--- src/rtl/sync_dr_snk.sv ---
// Dual-rail async link sink: synchronise, decode, buffer into a valid/ready stream.
// Optional illegal-codeword detection under SYNC_DR_SNK_ERR_DET_EN.
module sync_dr_snk #(
  parameter ENC = "TP",
  parameter int WIDTH = 1,
  parameter int DEPTH = 4,
  parameter int SYNC_STAGES = 2,
  localparam int RAIL_NUM = 2
) (
  input  logic                               clk,
  input  logic                               rst,
  output logic                               ack_o,
  input  logic [WIDTH-1:0][RAIL_NUM-1:0]     in,
  output logic [WIDTH-1:0]                   out_data,
  output logic                               out_valid,
  input  logic                               out_ready,
  output logic [$clog2(DEPTH):0]             count,
  output logic                               err
);

  localparam int  AW    = $clog2(DEPTH);
  localparam int  CW    = AW + 1;
  localparam bit  IS_FP = (ENC == "FP");

  typedef enum logic {WAIT_DATA, ACK_HI} state_e;

  logic [SYNC_STAGES-1:0][WIDTH-1:0][RAIL_NUM-1:0] sync_q;
  logic [WIDTH-1:0][RAIL_NUM-1:0] s;
  logic [WIDTH-1:0][RAIL_NUM-1:0] ref_q, ref_d;
  logic [WIDTH-1:0] r1, r0;
  logic             complete, spacer;
  state_e           state_q, state_d;
  logic             ack_q, ack_d;
  logic             push, pop, space;

  logic [WIDTH-1:0] mem_q [DEPTH];
  logic [AW-1:0]    wr_q, rd_q;
  logic [CW-1:0]    count_q;

  always_ff @(posedge clk or negedge rst) begin
    if (!rst) sync_q <= '0;
    else      sync_q <= {sync_q[SYNC_STAGES-2:0], in};
  end

  assign s = sync_q[SYNC_STAGES-1];

  // FP reads rail levels; TP reads rail transitions against the last token
  always_comb begin
    for (int i = 0; i < WIDTH; i++) begin
      if (IS_FP) begin
        r1[i] = s[i][1];
        r0[i] = s[i][0];
      end else begin
        r1[i] = s[i][1] ^ ref_q[i][1];
        r0[i] = s[i][0] ^ ref_q[i][0];
      end
    end
    complete = &(r1 ^ r0);
    spacer   = ~|(r1 | r0);
  end

  assign out_valid = (count_q != '0);
  assign pop       = out_valid & out_ready;
  assign space     = (count_q < CW'(DEPTH)) | pop;

  always_comb begin
    state_d = state_q;
    ack_d   = ack_q;
    ref_d   = ref_q;
    push    = 1'b0;
    if (IS_FP) begin
      unique case (state_q)
        WAIT_DATA: begin
          if (complete && space) begin
            push    = 1'b1;
            ack_d   = 1'b1;
            state_d = ACK_HI;
          end
        end
        ACK_HI: begin
          if (spacer) begin
            ack_d   = 1'b0;
            state_d = WAIT_DATA;
          end
        end
        default: state_d = WAIT_DATA;
      endcase
    end else if (complete && space) begin
      push  = 1'b1;
      ack_d = ~ack_q;
      ref_d = s;
    end
  end

  always_ff @(posedge clk or negedge rst) begin
    if (!rst) begin
      state_q <= WAIT_DATA;
      ack_q   <= 1'b0;
      ref_q   <= '0;
    end else begin
      state_q <= state_d;
      ack_q   <= ack_d;
      ref_q   <= ref_d;
    end
  end

  always_ff @(posedge clk or negedge rst) begin
    if (!rst) begin
      for (int i = 0; i < DEPTH; i++) mem_q[i] <= '0;
      wr_q    <= '0;
      rd_q    <= '0;
      count_q <= '0;
    end else begin
      if (push) begin
        mem_q[wr_q] <= r1;
        wr_q        <= wr_q + 1'b1;
      end
      if (pop) rd_q <= rd_q + 1'b1;
      unique case ({push, pop})
        2'b10:   count_q <= count_q + 1'b1;
        2'b01:   count_q <= count_q - 1'b1;
        default: count_q <= count_q;
      endcase
    end
  end

`ifdef SYNC_DR_SNK_ERR_DET_EN
  logic err_q;

  // both rails of a bit asserted (or both toggled) can never be a legal token
  always_ff @(posedge clk or negedge rst) begin
    if (!rst) err_q <= 1'b0;
    else      err_q <= err_q | (|(r1 & r0));
  end

  assign err = err_q;
`else
  assign err = 1'b0;
`endif

  assign ack_o    = ack_q;
  assign count    = count_q;
  assign out_data = mem_q[rd_q];

endmodule

--- config.mk ---
export PLATFORM = sky130hd
export DESIGN_NAME = sync_dr_snk
export DESIGN_NICKNAME = d
export VERILOG_FILES = /design/src/rtl/sync_dr_snk.sv
export SDC_FILE = /design/constraint.sdc
export NUM_CORES = 1
export LEC_CHECK = 0
export ABC_CLOCK_PERIOD_IN_PS = 2500
export BUFFER_PORTS_ARGS = -buffer_cell sky130_fd_sc_hd__buf_2
export CAP_MARGIN = 20
export CORE_UTILIZATION = 53
export CTS_CLUSTER_SIZE = 40
export DETAILED_ROUTE_END_ITERATION = 10
export PLACE_DENSITY = 0.81
export SLEW_MARGIN = 20
export SYNTH_ARGS = -nofsm -noshare
export SYNTH_HDL_FRONTEND = slang
export SYNTH_SLANG_ARGS = --single-unit
--- constraint.sdc ---
create_clock -name clk -period 2.5 [get_ports clk]
set_clock_uncertainty 0.05 [all_clocks]
set_input_delay 0.125 -clock clk [delete_from_list [all_inputs] [get_ports clk]]
set_output_delay 0.125 -clock clk [all_outputs]
set_load 0.005 [all_outputs]
### Word-level counts from Yosys, hierarchy flattened

Cells that the tools add are included.

| storage, ports and cells | value |
|---|---|
| logic and storage cells | 41 |
| register bits | 18 |
| input port bits | 5 |
| output and inout port bits | 7 |

| cells by class | value |
|---|---|
| multiplexer cells | 8 |
| add/sub/neg operators | 4 |
| equality and inequality tests | 2 |
| reduce and logical (&&, ||, !) cells | 4 |
| bitwise gates (word level) | 8 |
| magnitude comparators | 4 |

Operators by type and width:

| kind | number |
|---|---|
| 3-bit greater-or-equal comparator, second input constant | 2 |
| 2-bit inverter with 3-bit output | 2 |
| 3-bit one-hot mux with 2 select lines | 1 |
| 2-bit by 1-bit adder with 2-bit output, second input constant | 2 |
| 4-bit bitwise mux | 1 |
| 1-bit two-way mux | 4 |
| 3-bit by 1-bit adder with 3-bit output, second input constant | 1 |
| 3-bit by 1-bit < comparator with 1-bit output, second input constant | 1 |
| 3-bit < comparator, second input constant | 1 |
| 3-bit nonzero test | 1 |
| 3-bit by 1-bit subtractor with 3-bit output, second input constant | 1 |
| 1-bit bitwise XOR | 3 |
| 1-bit binary-select mux with 2-bit select | 1 |
| 1-bit demux with 2-bit select | 1 |
| 2-bit by 1-bit == test with 1-bit output, second input constant | 1 |
| 2-bit == test, second input constant | 1 |
| 1-bit logical AND | 2 |
| 2-bit nonzero test | 1 |
| 1-bit AND | 1 |
| 1-bit inverter | 1 |
| 1-bit bitwise OR | 1 |

### Longest topological paths before layout

Gate-level depths: netlist of the first run.

| logic depth | value |
|---|---|
| word-level depth | 7 |
| depth in mapped cells | 9 |
| gate-level depth less buffers | 9 |

### Worst setup path after synthesis of the first run

OpenSTA, ideal clock, no wires.

| timing path | value |
|---|---|
| kind | register to register |
| start point | register ref_q[0] (netlist bit) |
| end point | register count_q[2], in the netlist count[2] |
| buffers on the path | 0 |
| clock period less this slack | 2,148 ps |
| setup slack | 352 ps |
| data arrival time | 2,019 ps |
| stages on the path, launching flop included | 10 |
| library setup time | 79 ps |
| data required time | 2,371 ps |
| cell sequence | dfrtp_1 xnor2_1 xnor2_1 nand2_4 ha_1 inv_1 fa_1 xor2_1 nor2_1 xor2_1 |

| between the ends | value |
|---|---|
| longest elaborated chain between the ends | 6 |
| elaborated cells between the ends (all ways) | 8 |
| those cells by class | eq/ne (2); mux (2); bitwise (2); reduce/logical (2) |

RTL lines:

| element | line | RTL |
|---|---|---|
| start, declared | 29 | `logic [WIDTH-1:0][RAIL_NUM-1:0] ref_q, ref_d;` |
| start signal, assigned | 103 | `ref_q <= ref_d;` |
| 1-bit bitwise XOR * | 55 | `r0[i] = s[i][0] ^ ref_q[i][0];` |
| 1-bit bitwise XOR * | 58 | `complete = &(r1 ^ r0);` |
| 1-bit logical AND * | 88 | `end else if (complete && space) begin` |
| 1-bit two-way mux * | 88 |  |
| 2-bit by 1-bit == test with 1-bit output or 2-bit == test (tied branches) | 119 | `unique case ({push, pop})` |
| 3-bit one-hot mux with 2 select lines or 2-bit nonzero test (tied branches) | -- |  |
| end signal, assigned | 120 | `2'b10: count_q <= count_q + 1'b1;` |
| end signal, assigned | 121 | `2'b01: count_q <= count_q - 1'b1;` |
| end signal, assigned | 122 | `default: count_q <= count_q;` |
| end, declared | 38 | `logic [CW-1:0] count_q;` |

Mark *: on every way between the ends. The rest lies on a longest branch, timed or not.
A chain may end at the register's enable or synchronous reset.

### Worst setup path after layout of the first run

| timing path | value |
|---|---|
| start point | register ref_q[1] (netlist bit) |
| end point | register count_q[2], in the netlist count[2] |

| between the ends | value |
|---|---|
| longest elaborated chain between the ends | 6 |
| elaborated cells between the ends (all ways) | 8 |
| those cells by class | eq/ne (2); mux (2); bitwise (2); reduce/logical (2) |

RTL lines:

| element | line | RTL |
|---|---|---|
| 1-bit bitwise XOR * | 54 | `r1[i] = s[i][1] ^ ref_q[i][1];` |
| 1-bit bitwise XOR * | 58 |  |
| 1-bit logical AND * | 88 |  |
| 1-bit two-way mux * | 88 |  |
| 2-bit by 1-bit == test with 1-bit output or 2-bit == test (tied branches) | 119 |  |
| 3-bit one-hot mux with 2 select lines or 2-bit nonzero test (tied branches) | -- |  |

Marked as above.

==> results of run 1 <==
[synthesized netlist by cell type (all sizes together)]
master  number
o21ai        4
and2         1
nor2         1
xnor2        6
o31ai        4
conb         1
mux4         1
nand2b       1
mux2         3
or3          1
dfrtp       18
ha           5
mux2i        1
inv          5
fa           1
nand2        7
xor2         4
buf          1
[state kept, by name, indices dropped and copies added, names as in the netlist]
register / cells
mem_q: 4
count: 3
rd_q: 2
ref_q: 2
s: 2
sync_q: 2
wr_q: 2
ack_o: 1
[cells by family (layout without fill, tap and decap cells)]
kind of cell               count (synthesis)  count (layout)  synth area share (%)
DFF                                       18              18                  54.0
and+or+nand+nor                           11              11                  6.75
xor gates and xnor gates                  10              10                  10.5
AOI/OAI and AO/OA                          8               8                  6.00
adders and majority gates                  6               6                  9.90
buffers and inverters                      6              22                  3.15
muxes                                      5               5                  9.29
other                                      1               1                 0.449
[stage by stage]
| stage | util, % | instance area (sq um) | std cells | setup slack, ns | hold slack [ns] |
|---|---|---|---|---|---|
| 2_1_floorplan | - | 835 | 65 | 0.352 | -0.221 |
| 3_3_place_gp | 64.8 | 896 | 89 | 0.201 | 0.0153 |
| 3_5_place_dp | 64.8 | 896 | 89 | 0.144 | 0.0180 |
| 4_1_cts | 69.6 | 962 | 96 | 0.128 | 0.156 |
| 5_1_grt | 70.7 | 977 | 96 | 0.108 | 0.172 |
| 6_report | 70.7 | 977 | 96 | 0.281 | 0.158 |
[where the power goes]
part           total (W)  switching [W]  internal, W
sequential      0.000533       0.000107     0.000425
clock           0.000178      0.0000895    0.0000887
combinational   0.000694       0.000326     0.000368
total            0.00141       0.000523     0.000882
[per-layer routing]
| layer | wire (um) | global-route usage [%] | up-vias |
|---|---|---|---|
| li1 | - | - | 241 |
| met1 | 550 | 22.7 | 263 |
| met2 | 700 | 30.6 | 9 |
| met3 | 37 | 3.91 | 2 |
| met4 | 15 | 11.6 | 0 |
| met5 | 0 | 0 | - |
[worst paths after layout]
check,end,slack (ns),startpoint
setup / recovery,count[2]$_DFFE_PN0P_,0.28,ref_q[1]$_DFFE_PN0P_
hold / removal,rd_q[0]$_DFFE_PN0P_,0.16,out_ready
setup reg to reg,count[2]$_DFFE_PN0P_,0.28,ref_q[1]$_DFFE_PN0P_
hold reg to reg,s[0]$_DFF_PN0_,0.32,sync_q[0]$_DFF_PN0_
max in group asynchronous,wr_q[1]$_DFFE_PN0P_,1.89,rst
min in group asynchronous,rd_q[0]$_DFFE_PN0P_,0.23,rst
[repair_timing]
item                                   CTS  global route
endpoints found under the hold margin   20             0
resized for setup                        0             2
hold buffers                             3             0
setup endpoints to repair                0             1
[area by class of cell]
type	count	area, sq um
Sequential cell	18	450
Inverter	5	18.8
Clock buffer	4	36.3
Tap cell	15	18.8
Fill cell	105	405
Timing Repair Buffer	13	80.1
Multi-Input combinational cell	41	373
[worst max-delay path, cell delays in order (launching register included)]
cell and delay, ns:
dfrtp_1 0.44, xor2_2 0.31, xnor2_1 0.16, nand2_4 0.15
ha_1 0.20, inv_1 0.06, fa_1 0.37, xor2_1 0.15
nor2_1 0.11, xor2_1 0.14
==> results.sh, run 1 <==
export IMPL_setup_viol=0
export IMPL_avgSynthCellArea_sq_um=12.8
export IMPL_rows=13
export IMPL_synth_fp_nets=76
export IMPL_drv_slew=0
export IMPL_antenna_found_initial=0
export IMPL_yosys_area_top_type_share_pct=54.0
export IMPL_clk_root_buffer_cell="clkbuf_4"
export IMPL_hold_depth=3
export IMPL_num_io_pins=12
export IMPL_drive_above_1_share_pct=25.9
export IMPL_viasPerCell=5.36
export IMPL_startpoint_type="register"
export IMPL_drtAntennaViolNets=0
export IMPL_synth_top_cell_by_area="dfrtp_1"
export IMPL_worstRegToRegCells=9
export IMPL_end_kind="register"
export IMPL_gr_total_overflow=0
export IMPL_post_cts_buffers=0
export IMPL_final_common_cell="dfrtp_1"
export IMPL_groute_usage_overall_pct=18.8
export IMPL_core_area_sq_um=1380
export IMPL_critPathMaxFanout=6
export IMPL_io_buffers=10
export IMPL_ys_types=20
export IMPL_first_pass_iters=4
export IMPL_post_route_period_util_pct=88.8
export IMPL_total_power_w=0.00141
export IMPL_fmax_mhz=451
export IMPL_routed_wl_um=1300
export IMPL_peakVddDrop_v=0.000696
export IMPL_htree_levels=1
export IMPL_rsz0062_at_grt="no"
export IMPL_diodes=0
export IMPL_status="finished clean"
export IMPL_cts_sinks=18
export IMPL_dieArea_sq_um=1740
export IMPL_worstPathRequired_ns=2.68
export IMPL_grt_pass1_vias=562
export IMPL_maxCapViolCount=0
export IMPL_chipWidth_um=41.7
export IMPL_cts_max_path_buffers=2
export IMPL_yosysSeqAreaShare_pct=54.0
export IMPL_vias=515
export IMPL_setup_tns_ns=0
export IMPL_synthesis_area_sq_um=835
export IMPL_cp_arrival_ns=2.40
export IMPL_final_cell_mix="dfrtp_1, buf_2, nand2_1"
export IMPL_hp_class="input pin to register"
export IMPL_postSynthCellCount=65
export IMPL_grt_max_degree=19
export IMPL_dp_hpwl_um=950
export IMPL_cts_tree="built"
export IMPL_min_period_ns=2.22
export IMPL_powerDensity_nw_per_um2=1440
export IMPL_nets=93
export IMPL_die_h_um=41.7
export IMPL_critPathKind="register to register"
export IMPL_grt_pass1_wl_um=2420
export IMPL_yosys_warnings=0
export IMPL_start_util_pct=60.4
export IMPL_wl_per_cell_um=13.6
export IMPL_gp_congestion=0.728
export IMPL_ys_ff_latch=18
export IMPL_syn_to_final_growth_pct=17.1
export IMPL_cts_made_buffers=3
export IMPL_drtIter0Drc=4
export IMPL_cts_reportedPaths_clkPinSlew_ns=0.11
export IMPL_ys_top_cells_by_area="dfrtp_1, ha_1, xnor2_1, mux2_4, xor2_1"
export IMPL_hold_viol=0
export IMPL_drc=0
export IMPL_clk_latency_ns=0.29
export IMPL_p_leak_nw=0.467
No activity file was read; power rests on OpenSTA's default activity.
==> run 2: changes to the inputs <==
Settings changed: GPL_ROUTABILITY_DRIVEN set to 0, PLACE_DENSITY 0.81 to 0.75.
==> run 2 against run 1 <==
Combinational power rose by 2%. Via count fell by 6.4%. Non-clock buffer count rose by 1. Global-route usage fell by 3.3 points. Core utilization did not move. Sequential share of layout area did not move. Final cell count rose by 1.0%. Total power rose by 0.17%. Highest routed layer unchanged.
==> results.sh, run 2 (synthesis gave the netlist of run 1 again) <==
export IMPL_setup_viol=0
export IMPL_rsz0062_at_grt="no"
export IMPL_worstPathRequired_ns=2.67
export IMPL_htree_levels=1
export IMPL_final_cell_mix="dfrtp_1, buf_2, xnor2_1, nand2_1"
export IMPL_drv_slew=0
export IMPL_final_common_cell="dfrtp_1"
export IMPL_post_cts_buffers=0
export IMPL_peakVddDrop_v=0.000839
export IMPL_dp_cells=90
export IMPL_hold_viol=0
export IMPL_drtAntennaViolNets=0
export IMPL_fmax_mhz=449
export IMPL_r2r_start="ref_q[1]$_DFFE_PN0P_"
export IMPL_maxCapViolCount=0
export IMPL_cts_reportedPaths_clkPinSlew_ns=0.10
export IMPL_num_io_pins=12
export IMPL_groute_usage_overall_pct=15.6
export IMPL_clk_latency_ns=0.29
export IMPL_critPathKind="register to register"
export IMPL_cts_tree="built"
export IMPL_grt_max_degree=19
export IMPL_critPathMaxFanout=6
export IMPL_nets=94
export IMPL_cts_max_path_buffers=2
export IMPL_instances_no_fill=97
export IMPL_clk_root_buffer_cell="clkbuf_4"
export IMPL_drtIter0Drc=2
export IMPL_regMostFlops="mem_q"
export IMPL_drive_above_1_share_pct=25.6
export IMPL_end_kind="register"
export IMPL_powerDensity_nw_per_um2=1440
export IMPL_grt_pass1_vias=497
export IMPL_die_h_um=41.7
export IMPL_chipWidth_um=41.7
export IMPL_hp_class="input pin to register"
export IMPL_cp_startpoint="ref_q[1]$_DFFE_PN0P_"
export IMPL_io_buffers=10
export IMPL_first_pass_iters=2
export IMPL_post_route_period_util_pct=89.2
export IMPL_rows=13
export IMPL_gr_total_overflow=0
export IMPL_cp_arrival_ns=2.40
export IMPL_min_from="out_ready"
export IMPL_cts_made_buffers=3
export IMPL_wl_per_cell_um=12.0
export IMPL_viasPerCell=4.97
export IMPL_core_area_sq_um=1380
export IMPL_diodes=0
export IMPL_routed_wl_um=1160
export IMPL_min_period_ns=2.23
export IMPL_syn_to_final_growth_pct=17.1
export IMPL_grt_pass1_wl_um=2040
export IMPL_drc=0
export IMPL_p_leak_nw=0.466
export IMPL_startpoint_type="register"
export IMPL_start_util_pct=60.4
export IMPL_status="finished clean"
export IMPL_vias=482
export IMPL_largest_register_ff_count=4
export IMPL_cts_sinks=18
export IMPL_setup_tns_ns=0
export IMPL_dp_hpwl_um=871
export IMPL_dieArea_sq_um=1740
export IMPL_antenna_found_initial=0
run 2: changes by cell type in the layout (fill, tap and decap cells not counted), sizes merged:
cell,previous run,this run
buf,10,11
run 2: worst paths after layout:
| path | endpoint | cells after the start | slack (ns) |
|---|---|---|---|
| setup / recovery | count[2]$_DFFE_PN0P_ | 9 | 0.27 |
| setup reg to reg | count[2]$_DFFE_PN0P_ | 9 | 0.27 |
| hold reg to reg | s[1]$_DFF_PN0_ | 0 | 0.31 |
| hold / removal | rd_q[0]$_DFFE_PN0P_ | 3 | 0.15 |
| max in group asynchronous | count[0]$_DFFE_PN0P_ | 2 | 1.91 |
| min in group asynchronous | mem_q[3]$_DFFE_PN0P_ | 2 | 0.22 |
run 2: worst max-delay path: stages, from the launching register on:
cell	delay [ns]
dfrtp_1	0.42
xor2_2	0.30
xnor2_1	0.16
nand2_4	0.15
ha_1	0.21
inv_1	0.06
fa_1	0.37
xor2_1	0.15
nor2_1	0.13
xor2_1	0.15
run 2: power breakdown:
part           total, W  internal [W]  switching [W]
clock          0.000176     0.0000887      0.0000871
sequential     0.000524      0.000425      0.0000992
combinational  0.000707      0.000374       0.000333
total           0.00141      0.000888       0.000520
run 2: per-layer routing:
layer	up-vias	GRT usage (%)	wire [um]
met2	8	26.3	547
met4	0	4.52	16
met1	227	18.8	563
met3	2	5.22	33
li1	245	-	-
met5	-	0	0
run 2: stage by stage:
step	instance area [sq um]	worst slack (ns)	hold WS [ns]	total power, W	util, %
CTS	970	0.147	0.155	0.00142	70.1
finish	977	0.271	0.153	0.00141	70.7
global route	977	0.119	0.167	0.00153	70.7
floorplan	835	0.352	-0.221	0.00105	-
global placement	903	0.265	0.0157	0.00121	65.3
detailed placement	903	0.179	0.0204	0.00123	65.3
run 2: area by class of cell:
cell class                 count  area [sq um]
sequential                    18           450
fill                          89           405
multi-input combinational     41           365
timing repair buffer          14          87.6
clock buffer                   4          36.3
inverter                       5          18.8
tap                           15          18.8
run 2: repair_timing:
action | in CTS | in global routing
endpoints found under the setup margin | 0 | 1
hold buffers | 3 | 0
hold endpoints to repair | 20 | 0
gates resized for setup | 0 | 1
==> run 3: changes to the inputs <==
--- a/config.mk
+++ b/config.mk
@@ -14,3 +14,3 @@
 export GPL_ROUTABILITY_DRIVEN = 0
-export PLACE_DENSITY = 0.75
+export PLACE_DENSITY = 0.85
 export SLEW_MARGIN = 20
==> constraint.sdc (replaced) <==
create_clock -name clk -period 2.5 [get_ports clk]
set_clock_uncertainty 0.05 [all_clocks]
set_input_delay 0.5 -clock clk [delete_from_list [all_inputs] [get_ports clk]]
set_output_delay 0.5 -clock clk [all_outputs]
set_load 0.005 [all_outputs]
==> run 3 against run 2 <==
Clock power hardly changed. Register-to-register slack got worse by 0.02 ns. Core utilization fell by 2.2 points. Sequential power is 2% higher. Via count grew 7.5%. Critical path depth unchanged. Count of clock-buffer cells in the layout unchanged. Combinational power is 1% lower. Total power barely moved. First-iteration DRC count rose to 3.0 times the previous value. Wire length rose by 9.6%. Largest cell class unchanged.
==> results.sh, run 3 (synthesis gave the netlist of run 1 again) <==
export IMPL_p_leak_nw=0.455
export IMPL_drtIter0Drc=6
export IMPL_final_common_cell="dfrtp_1"
export IMPL_antenna_found_initial=0
export IMPL_diodes=0
export IMPL_rows=13
export IMPL_chipWidth_um=41.7
export IMPL_wl_per_cell_um=13.7
export IMPL_fmax_mhz=444
export IMPL_groute_usage_overall_pct=17.2
export IMPL_rrSetupSlack_ns=0.25
export IMPL_die_h_um=41.7
export IMPL_htree_levels=1
export IMPL_cts_reportedPaths_clkPinSlew_ns=0.10
export IMPL_setup_tns_ns=0
export IMPL_r2r_end="count[2]$_DFFE_PN0P_"
export IMPL_cp_arrival_ns=2.42
export IMPL_worstPathRequired_ns=2.67
export IMPL_clk_root_buffer_cell="clkbuf_4"
export IMPL_syn_to_final_growth_pct=13.5
export IMPL_powerDensity_nw_per_um2=1490
export IMPL_post_route_period_util_pct=90.0
export IMPL_num_io_pins=12
export IMPL_critPathKind="register to register"
export IMPL_end_kind="register"
export IMPL_dieArea_sq_um=1740
export IMPL_min_period_ns=2.25
export IMPL_drtAntennaViolNets=0
export IMPL_ctsHoldBuffers=0
export IMPL_nets=90
export IMPL_setup_viol=0
export IMPL_regMostFlops="mem_q"
export IMPL_worstRegToRegCells=9
export IMPL_status="finished clean"
export IMPL_critPathMaxFanout=6
export IMPL_dpl_cell_area_sq_um=896
export IMPL_fill_cells=108
export IMPL_startpoint_type="register"
export IMPL_grt_max_degree=19
export IMPL_gr_total_overflow=0
export IMPL_io_buffers=10
export IMPL_largest_register_ff_count=4
export IMPL_core_area_sq_um=1380
export IMPL_grt_pass1_vias=507
export IMPL_drv_slew=0
export IMPL_post_cts_buffers=0
export IMPL_drc=0
export IMPL_regArea_sq_um=450
export IMPL_viasPerCell=5.57
export IMPL_multi_input_area_sq_um=373
export IMPL_final_cell_mix="dfrtp_1, buf_2, nand2_1"
export IMPL_cts_made_buffers=3
export IMPL_routed_wl_um=1270
export IMPL_hp_class="input pin to async pin"
export IMPL_ctsResizeCount=0
export IMPL_cts_max_path_buffers=2
export IMPL_cts_sinks=18
export IMPL_grt_pass1_wl_um=2190
export IMPL_r2r_start="ref_q[0]$_DFFE_PN0P_"
export IMPL_final_cell_area_sq_um=947
export IMPL_vias=518
export IMPL_start_util_pct=60.4
export IMPL_hold_viol=0
export IMPL_rsz0062_at_grt="no"
export IMPL_maxCapViolCount=0
export IMPL_clk_latency_ns=0.29
export IMPL_first_pass_iters=4
export IMPL_dp_hpwl_um=953
export IMPL_drive_above_1_share_pct=26.9
export IMPL_cts_tree="built"
export IMPL_peakVddDrop_v=0.000954
[run 3: cell types whose count changed in the layout (fill, tap and decap cells not counted)]
cell,change
dlygate4sd3_1,-3
xnor2_1,-1
buf_4,-1
xnor2_2,+1
[run 3: per-layer routing]
layer	global-route usage [%]	wire, um	vias to the layer above
met5	0	0	-
met4	12.3	30	0
met3	3.04	36	4
met2	28.7	664	13
met1	19.5	540	263
li1	-	-	238
[run 3: cell type report]
type / count / area share (%)
clock buffer: 4 / 3.83
inverter: 5 / 1.98
multi-input combinational: 41 / 39.4
sequential: 18 / 47.6
tap: 15 / 1.98
timing repair buffer: 10 / 5.28
[run 3: stage by stage]
stage / setup slack, ns / hold slack (ns) / power [W] / util (%) / cells
global route: 0.101 / 0.0914 / 0.00151 / 68.5 / 93
detailed placement: 0.109 / 0.292 / 0.00123 / 64.8 / 89
global placement: 0.239 / 0.288 / 0.00119 / 64.8 / 89
CTS: 0.0653 / 0.0636 / 0.00141 / 67.4 / 93
finish: 0.249 / 0.0633 / 0.00141 / 68.5 / 93
floorplan: 0.352 / 0.154 / 0.00105 / - / 65
[run 3: worst max-delay path by stage]
| stage | start | to | cells after the start |
|---|---|---|---|
| 2_1_floorplan | ref_q[0]$_DFFE_PN0P_ | count[2]$_DFFE_PN0P_ | 9 |
| 3_5_place_dp | ref_q[0]$_DFFE_PN0P_ | count[2]$_DFFE_PN0P_ | 9 |
| 3_3_place_gp | ref_q[0]$_DFFE_PN0P_ | count[2]$_DFFE_PN0P_ | 9 |
| 5_1_grt | ref_q[0]$_DFFE_PN0P_ | count[2]$_DFFE_PN0P_ | 9 |
| 4_1_cts | ref_q[0]$_DFFE_PN0P_ | count[2]$_DFFE_PN0P_ | 9 |
| 6_report | ref_q[0]$_DFFE_PN0P_ | count[2]$_DFFE_PN0P_ | 9 |
[run 3: worst max-delay path, cell delays in order (launching register included)]
cell,delay (ns)
dfrtp_1,0.43
xnor2_2,0.34
xnor2_1,0.16
nand2_4,0.15
ha_1,0.19
inv_1,0.06
fa_1,0.37
xor2_1,0.15
nor2_1,0.12
xor2_1,0.16
[run 3: report_power, final]
group,switching [W],internal (W),leakage [nW]
Clock,0.0000872,0.0000887,0.0210
Combinational,0.000332,0.000366,0.223
Sequential,0.000107,0.000425,0.211
Total,0.000527,0.000880,0.455
